## config.mk

```make
export PLATFORM = sky130hd
export DESIGN_NAME = store_bank
export DESIGN_NICKNAME = d
export VERILOG_FILES = /design/src/rtl/store_bank_pkg.sv /design/src/rtl/store_bank_scan_divider.sv /design/src/rtl/store_bank.sv
export SDC_FILE = /design/constraint.sdc
export NUM_CORES = 1
export LEC_CHECK = 0
export ABC_AREA = 1
export BUFFER_PORTS_ARGS = -buffer_cell sky130_fd_sc_hd__buf_4
export CORE_AREA = 2 2 96 98
export DETAILED_ROUTE_END_ITERATION = 8
export DIE_AREA = 0 0 98 100
export HOLD_SLACK_MARGIN = 0.03
export PLACE_DENSITY_LB_ADDON = 0.3
export SYNTH_ARGS = -nofsm -noshare
export SYNTH_HDL_FRONTEND = slang
export SYNTH_HIERARCHICAL = 1
export SYNTH_SLANG_ARGS = --single-unit
```

## constraint.sdc

```tcl
create_clock -name clock -period 2.25 [get_ports clock]
set_input_delay 0.3375 -clock clock [delete_from_list [all_inputs] [get_ports clock]]
set_output_delay 0.3375 -clock clock [all_outputs]
set_load 0.005 [all_outputs]
```

## src/rtl/store_bank_pkg.sv

```systemverilog
// Shared definitions for the store bank: clear-all state encoding, the
// default home-simulation geometry and an elaboration-time clog2 helper.
package store_bank_pkg;

    typedef enum logic {
        IDLE  = 1'b0,
        CLEAR = 1'b1
    } state_e;

    localparam int HOME_WIDTH = 8;
    localparam int HOME_DEPTH = 4;

    function automatic int clog2(input int value);
        int result;
        result = 0;
        for (int i = 0; i < 31; i++) begin
            if ((32'sd1 <<< i) < value) begin
                result = i + 1;
            end else begin
                result = result;
            end
        end
        return result;
    endfunction

endpackage

```

## src/rtl/store_bank_scan_divider.sv

```systemverilog
// Modulo-DIV tick counter: tick_o is high during the enabled cycle whose
// closing edge wraps the counter back to zero.
module scan_divider
    import store_bank_pkg::*;
#(
    parameter int DIV = 4
) (
    input  logic clock,
    input  logic resetn,
    input  logic en_i,
    output logic tick_o
);

    localparam int CW = (clog2(DIV) < 1) ? 1 : clog2(DIV);

    logic [CW-1:0] cnt_q;
    logic [CW-1:0] cnt_d;
    logic          wrap_s;

    // Next count: hold when disabled, wrap at DIV-1.
    always_comb begin
        wrap_s = (cnt_q == CW'(DIV - 1));
        if (!en_i) begin
            cnt_d = cnt_q;
        end else if (wrap_s) begin
            cnt_d = '0;
        end else begin
            cnt_d = cnt_q + CW'(1);
        end
    end

    assign tick_o = en_i & wrap_s;

    // Counter register.
    always_ff @(posedge clock or posedge resetn) begin
        if (resetn) begin
            cnt_q <= '0;
        end else begin
            cnt_q <= cnt_d;
        end
    end

endmodule

```

## src/rtl/store_bank.sv

```systemverilog
// DEPTH x WIDTH store with valid flags, registered read port, sequenced
// clear-all and a round-robin scan port for the display driver.
module store_bank
    import store_bank_pkg::*;
#(
    parameter  int WIDTH    = HOME_WIDTH,
    parameter  int DEPTH    = HOME_DEPTH,
    parameter  int SCAN_DIV = 4,
    localparam int ADDR_W   = clog2(DEPTH)
) (
    input  logic              clock,
    input  logic              resetn,
    input  logic              wr_en,
    input  logic [ADDR_W-1:0] wr_addr,
    input  logic [WIDTH-1:0]  wr_data,
    input  logic              clr_en,
    input  logic [ADDR_W-1:0] clr_addr,
    input  logic              clear_all,
    input  logic [ADDR_W-1:0] rd_addr,
    output logic [WIDTH-1:0]  rd_data,
    output logic              rd_valid,
    input  logic              scan_en,
    output logic [ADDR_W-1:0] scan_addr,
    output logic [WIDTH-1:0]  scan_data,
    output logic              scan_valid,
    output logic              busy,
    output logic [ADDR_W:0]   count
);

    logic [WIDTH-1:0]  mem_q [DEPTH];
    logic [WIDTH-1:0]  mem_d [DEPTH];
    logic [DEPTH-1:0]  valid_q, valid_d;
    logic [ADDR_W:0]   count_q, count_d;
    logic [ADDR_W-1:0] idx_q;
    logic [ADDR_W-1:0] scan_addr_q, scan_addr_d;
    logic [WIDTH-1:0]  rd_data_q, scan_data_q;
    logic              rd_valid_q, scan_valid_q, busy_q;
    logic              tick_s;
    state_e            state_q;

    scan_divider #(.DIV(SCAN_DIV)) u_div (
        .clock  (clock),
        .resetn (resetn),
        .en_i   (scan_en),
        .tick_o (tick_s)
    );

    // Storage next state; clear beats write on the same slot, clear_all beats both.
    always_comb begin
        mem_d   = mem_q;
        valid_d = valid_q;
        if (state_q == CLEAR) begin
            mem_d[idx_q]   = '0;
            valid_d[idx_q] = 1'b0;
        end else if (!clear_all) begin
            if (wr_en && !(clr_en && (clr_addr == wr_addr))) begin
                mem_d[wr_addr]   = wr_data;
                valid_d[wr_addr] = 1'b1;
            end else begin
                valid_d = valid_d;
            end
            if (clr_en) begin
                mem_d[clr_addr]   = '0;
                valid_d[clr_addr] = 1'b0;
            end else begin
                valid_d = valid_d;
            end
        end else begin
            valid_d = valid_q;
        end
        count_d = '0;
        for (int i = 0; i < DEPTH; i++) begin
            count_d = count_d + (ADDR_W + 1)'(valid_d[i]);
        end
        scan_addr_d = tick_s ? (scan_addr_q + ADDR_W'(1)) : scan_addr_q;
    end

    // Storage, clear-all FSM and all registered outputs.
    always_ff @(posedge clock or posedge resetn) begin
        if (resetn) begin
            for (int i = 0; i < DEPTH; i++) begin
                mem_q[i] <= '0;
            end
            valid_q      <= '0;
            count_q      <= '0;
            idx_q        <= '0;
            state_q      <= IDLE;
            busy_q       <= 1'b0;
            rd_data_q    <= '0;
            rd_valid_q   <= 1'b0;
            scan_addr_q  <= '0;
            scan_data_q  <= '0;
            scan_valid_q <= 1'b0;
        end else begin
            mem_q        <= mem_d;
            valid_q      <= valid_d;
            count_q      <= count_d;
            rd_data_q    <= mem_q[rd_addr];
            rd_valid_q   <= valid_q[rd_addr];
            scan_addr_q  <= scan_addr_d;
            scan_data_q  <= mem_q[scan_addr_d];
            scan_valid_q <= valid_q[scan_addr_d];
            case (state_q)
                IDLE: begin
                    if (clear_all) begin
                        state_q <= CLEAR;
                        idx_q   <= '0;
                        busy_q  <= 1'b1;
                    end else begin
                        busy_q  <= 1'b0;
                    end
                end
                CLEAR: begin
                    if (idx_q == ADDR_W'(DEPTH - 1)) begin
                        state_q <= IDLE;
                        busy_q  <= 1'b0;
                    end else begin
                        idx_q   <= idx_q + ADDR_W'(1);
                    end
                end
                default: begin
                    state_q <= IDLE;
                    busy_q  <= 1'b0;
                end
            endcase
        end
    end

    assign rd_data    = rd_data_q;
    assign rd_valid   = rd_valid_q;
    assign scan_addr  = scan_addr_q;
    assign scan_data  = scan_data_q;
    assign scan_valid = scan_valid_q;
    assign busy       = busy_q;
    assign count      = count_q;

endmodule
```

## Word level (Yosys, flattened, before mapping)

Cells that the tools add are included.
Widths: inputs -> output; s select.

- Flip-flop bits (word level): 65
- Bits of input ports: 20
- Output and inout port bits: 24
- Logic and storage cells: 115

- Add/sub/neg operators: 6
- Magnitude comparators: 16
- Equality and inequality tests: 7
- Multiplexer cells: 45
- Bitwise gates (word level): 16
- Reductions and logical operators: 10

Operators with widths:

| cell | number |
|---|---|
| $mux 32 | 6 |
| $and 32x32->32 | 2 |
| $not 32->32 | 2 |
| $mux 8 | 7 |
| $demux 8 s2 | 3 |
| $bmux 8 s2 | 2 |
| $bwmux 32 | 1 |
| $mux 4 | 6 |
| $ge 3x3->1 const B | 5 |
| $lt 2x3->1 const B | 5 |
| $not 2->3 | 5 |
| $lt 3x1->1 const B | 3 |
| $and 4x4->4 | 2 |
| $logic_and 1x1->1 | 8 |
| $mux 1 | 8 |
| $mux 2 | 4 |
| $not 4->4 | 2 |
| $add 2x1->2 const B | 3 |
| $demux 1 s2 | 3 |
| $ge 2x1->1 const B | 3 |
| $bmux 1 s2 | 2 |
| $eq 2x2->1 const B | 2 |
| $ne 2x1->1 const B | 2 |
| $ne 2x2->1 const B | 2 |
| other kinds (11) | 12 |

## Logic depth before layout (Yosys ltp)

- Depth in word-level cells: 15
- Gate-level depth with buffers: 12
- Gate-level depth less buffers: 10

## Cells and area by module

The synthesis kept the hierarchy.

Modules (own cells, without submodules):

| module | instances | cells each | area each (um2) | sequential area each (um2) |
|---|---|---|---|---|
| store_bank | 1 | 530 | 3763.6 | 1576.5 |
| scan_divider | 1 | 14 | 103.8 | 50.0 |

## Worst setup path after synthesis

Ideal clock, no wire load.

- Path kind: reg2reg
- Start point: register idx_q[0]
- End point: register count_q[1], in the netlist count[1]
- Arrival: 2.204 ns
- Data required time: 2.124 ns
- Setup slack: -0.079 ns
- Cell stages (with the launch flop): 10
- Period minus slack after synthesis: 2.329 ns
- Cell sequence: dfrtp_1 > ha_1 > or2_1 > buf_2 > o21ai_1 > nor2_1 > a21oi_1 > fa_1 > ha_1 > ha_1

RTL lines:

| item | line | text |
|---|---|---|
| from (decl) | store_bank.sv:34 | `logic [ADDR_W-1:0] idx_q;` |
| from (signal assigned) | store_bank.sv:118 | `idx_q <= idx_q + ADDR_W'(1);` |
| $lt 2x3->1 (not written as such) or $ge 2x1->1 (tied branches) | store_bank.sv:54 | `valid_d[idx_q] = 1'b0;` |
| $logic_and 1x1->1 (not written as such) | store_bank.sv:54 |  |
| $mux 1 (not written as such) | store_bank.sv:54 |  |
| $demux 1 s2 (*) | store_bank.sv:54 |  |
| $not 4->4 (no source line) (*) | n/a |  |
| $and 4x4->4 (no source line) (*) | n/a |  |
| $mux 4 (*) | store_bank.sv:52 | `if (state_q == CLEAR) begin` |
| named net valid_d[3] | store_bank.sv:32 | `logic [DEPTH-1:0] valid_q, valid_d;` |
| $add 3x1->3 (*) | store_bank.sv:73 | `count_d = count_d + (ADDR_W + 1)'(valid_d[i]);` |
| named net count_d[1] | store_bank.sv:33 | `logic [ADDR_W:0] count_q, count_d;` |
| to (signal assigned) | store_bank.sv:97 | `count_q <= count_d;` |
| to (decl) | store_bank.sv:33 |  |

The timed path passes the listed nets; every way through them passes the cells marked *.
A chain may end at the register's enable or synchronous reset.

## Worst setup path in the final report

Same ends and word-level chain as after synthesis.

==> flow_summary.ini <==
[floorplanning]
die_w_um = 98
initial_core_util_pct = 43.50
core_um2 = 8890
die_y_um = 100
pin_count = 44
rows = 35
dieArea_um2 = 9800

[timing]
timing.hold.ws_ps = 229.1
maxSlewViolCount = 0
hold_viol = 0
final.setup_skew_ps = 9.912
fin_crit_sh_pct = 96.59
fmax_mhz = 460.1
min_period_ps = 2173
max_slew_margin_pct = 52.17
worst_pin_slew_ps = 712.7
setup_viol = 0

[clock_network]
cts_made_buffers = 9
clock_path_buffers = 2
clkSinkCount = 65
cts_tree = built
path_clk_slew_ps = 80
cts.htree.levels = 3
cts_root_buf = clkbuf_8
insertion_delay_ps = 340

[setup_path]
worst-path-buf-inv = 0
crit_arrival_ps = 2400
slowest_stage = fa_1
critPathKind = register to register
startpoint = idx_q[0]
critPathTopFamily = adder cells
path_depth = 8
rr_endpoint = count[1]
cp_common_cell = ha_2
cpPeakStageDelay_ps = 450
cp_max_fo = 5
r2r_setup_slack_ps = 80
end_kind = register
crit_chain = ha_2 > or2_1 > o21ai_1 > nor2_1 > a21oi_2 > fa_1 > ha_2 > ha_1
critPathLaunchType = register
crit_path_end = count[1]
r2r_cells = 8
required_ps = 2480
reg2reg_from = idx_q[0]

[routing]
wl_per_cell_um = 14.71
drt_iter0_drc = 261
met1_length_um = 5141
ant_nets = 0
dr.max_layer_used = met4
met3_length_um = 517
vias = 3677
drc = 0
dr_wl_met2_um = 4667
firstDrtPassIters = 6
vias_per_cell = 5.186
drt-total-wl_um = 10430

[synthesis]
syn-mean-instance-area_um2 = 7.109
synth.yosys.seq_area_share_pct = 42.06
synth-warning-count = 6
netlist_area_um2 = 3867
ys_types = 32
syn_nets = 572
syn_inst = 544
ys_seq_elements = 65

[min_path]
worstHoldPathType = input pin to register

[grt]
grt_pass1_vias = 3423
grt_pass1_wl_um = 17450
grt_use_total_pct = 22.32
antenna_found_initial = 0
grt_start_max_net_pins = 64
overflow = 0

[place]
dp_hpwl_um = 7455
numPortBuffers = 43
finalWeightedCongestion = 0.8528
dpl-instance-area_um2 = 4334

[final_layout]
syn2layout_area_growth_pct = 19.02
postLayoutCellArea_um2 = 4603
drive_above_1_share_pct = 16.22
nets = 621
post-route-util_pct = 51.78
n_antenna_cell = 0

[power_and_ir_drop]
power.density_nw_per_um2 = 1105
peakVddDrop_mv = 0.4514
p_leak_nw = 2.511

[outcome]
status = completed

[job]
drv_cap = 0
per-layer routing:
layer	GRT usage, %	up-vias
li1	-	1822
met1	33.75	1743
met2	33.61	105
met3	2.646	7
met4	6.944	0
met5	0	-
flip-flops by register name, indices dropped and copies added (netlist names):
name / count
state_q: 1
u_div/cnt_q: 2
idx_q: 2
scan_data: 8
busy: 1
scan_valid: 1
rd_valid: 1
mem_q: 32
count: 3
scan_addr: 2
valid_q: 4
rd_data: 8
worst register-to-register path, delay by kind of cell (launching register included):
| family | cells | cell delay, ps |
|---|---|---|
| AND/OR/NAND/NOR | 2 | 280 |
| adder cells (fa/ha/maj) | 4 | 1070 |
| flip-flops | 1 | 430 |
| AO/OA/AOI/OAI | 2 | 290 |
worst min path at each step:
| stage | startpoint | end | cells after the start |
|---|---|---|---|
| 2_1_floorplan | resetn | u_div/cnt_q[0] | 1 |
| 3_3_place_gp | resetn | u_div/cnt_q[0] | 2 |
| 3_5_place_dp | resetn | u_div/cnt_q[1] | 2 |
| 4_1_cts | scan_en | u_div/cnt_q[1] | 3 |
| 5_1_grt | scan_en | u_div/cnt_q[0] | 3 |
| 6_report | scan_en | u_div/cnt_q[1] | 3 |
placed cells by master, fill, tap and decap left out, types with 3 or more instances in the layout:
cell      Yosys  layout
clkbuf_8      0       9
o21ai_0      44      44
nand4_1      19      19
nand2_1     144     144
buf_4         2      58
a21oi_1      49      46
dfrtp_1      65      65
o21ai_1       7       7
a21oi_2       0       3
ha_1          7       5
inv_1        90      89
nor2_1       35      35
inv_2         4       4
nand3_1      33      33
final cells by class:
class                   instances  area (µm²)
inverters                      96       362.8
clock inverters                 7       102.6
well taps                     111       138.9
clock buffers                   9       123.9
repair buffers                 60       465.4
multi-input cells             361        1783
fillers                       877        4287
flip-flops and latches         65        1627
cells in the mapped netlist:
cell	number	area share, %
nand2_1	144	14
inv_1	90	8.7
dfrtp_1	65	42
a21oi_1	49	6.3
o21ai_0	44	5.7
nor2_1	35	3.4
nand3_1	33	4.3
nand4_1	19	3.1
buf_2	9	1.2
ha_1	7	2.3
o21ai_1	7	0.91
clkbuf_1	6	0.58
inv_2	4	0.39
nor3_1	4	0.52
buf_6	3	0.87
a31oi_1	2	0.32
buf_1	2	0.19
buf_4	2	0.39
clkinv_1	2	0.19
nand3_2	2	0.52
nand4_4	2	1.1
nor2_2	2	0.32
o22ai_1	2	0.32
a211oi_1	1	0.19
fa_1	1	0.52
nand2_2	1	0.16
nand2_4	1	0.29
o21ai_2	1	0.23
o21bai_1	1	0.19
or2_1	1	0.16
xnor2_1	1	0.23
xor2_2	1	0.42
logic make-up (layout without fill, tap and decap cells):
logic type | after synthesis | count (layout) | synth area share, %
AO/OA/AOI/OAI | 107 | 107 | 14.20
XOR/XNOR | 2 | 2 | 0.6472
AND/OR/NAND/NOR | 244 | 244 | 27.79
adder cells (fa/ha/maj) | 8 | 8 | 2.782
buffers and inverters | 118 | 172 | 12.52
flip-flops | 65 | 65 | 42.06
what timing repair did:
| action | CTS | global route |
|---|---|---|
| buffers inserted | 0 | 1 |
| endpoints found under the setup margin | 0 | 2 |
| hold endpoints to repair | 2 | 0 |
| resized for setup | 0 | 7 |
| hold buffers | 1 | 0 |
report_power, final:
part / switching, mW / leakage, nW / internal [mW] / total, mW
Clock: 0.511 / 0.110 / 0.636 / 1.15
Combinational: 1.39 / 1.54 / 0.810 / 2.20
Sequential: 0.234 / 0.859 / 1.51 / 1.74
metrics by stage:
step           setup WS, ps  TNS (ps)  total power, mW  instances
3_3_place_gp          79.12         0            3.850        691
5_1_grt             -0.1683   -0.1683            5.499        709
3_5_place_dp          32.47         0            3.910        691
6_report              76.77         0            5.087        709
2_1_floorplan         1.193         0            3.183        544
4_1_cts               16.49         0            5.070        708
Note: power is estimated with default switching activity, not from simulation.
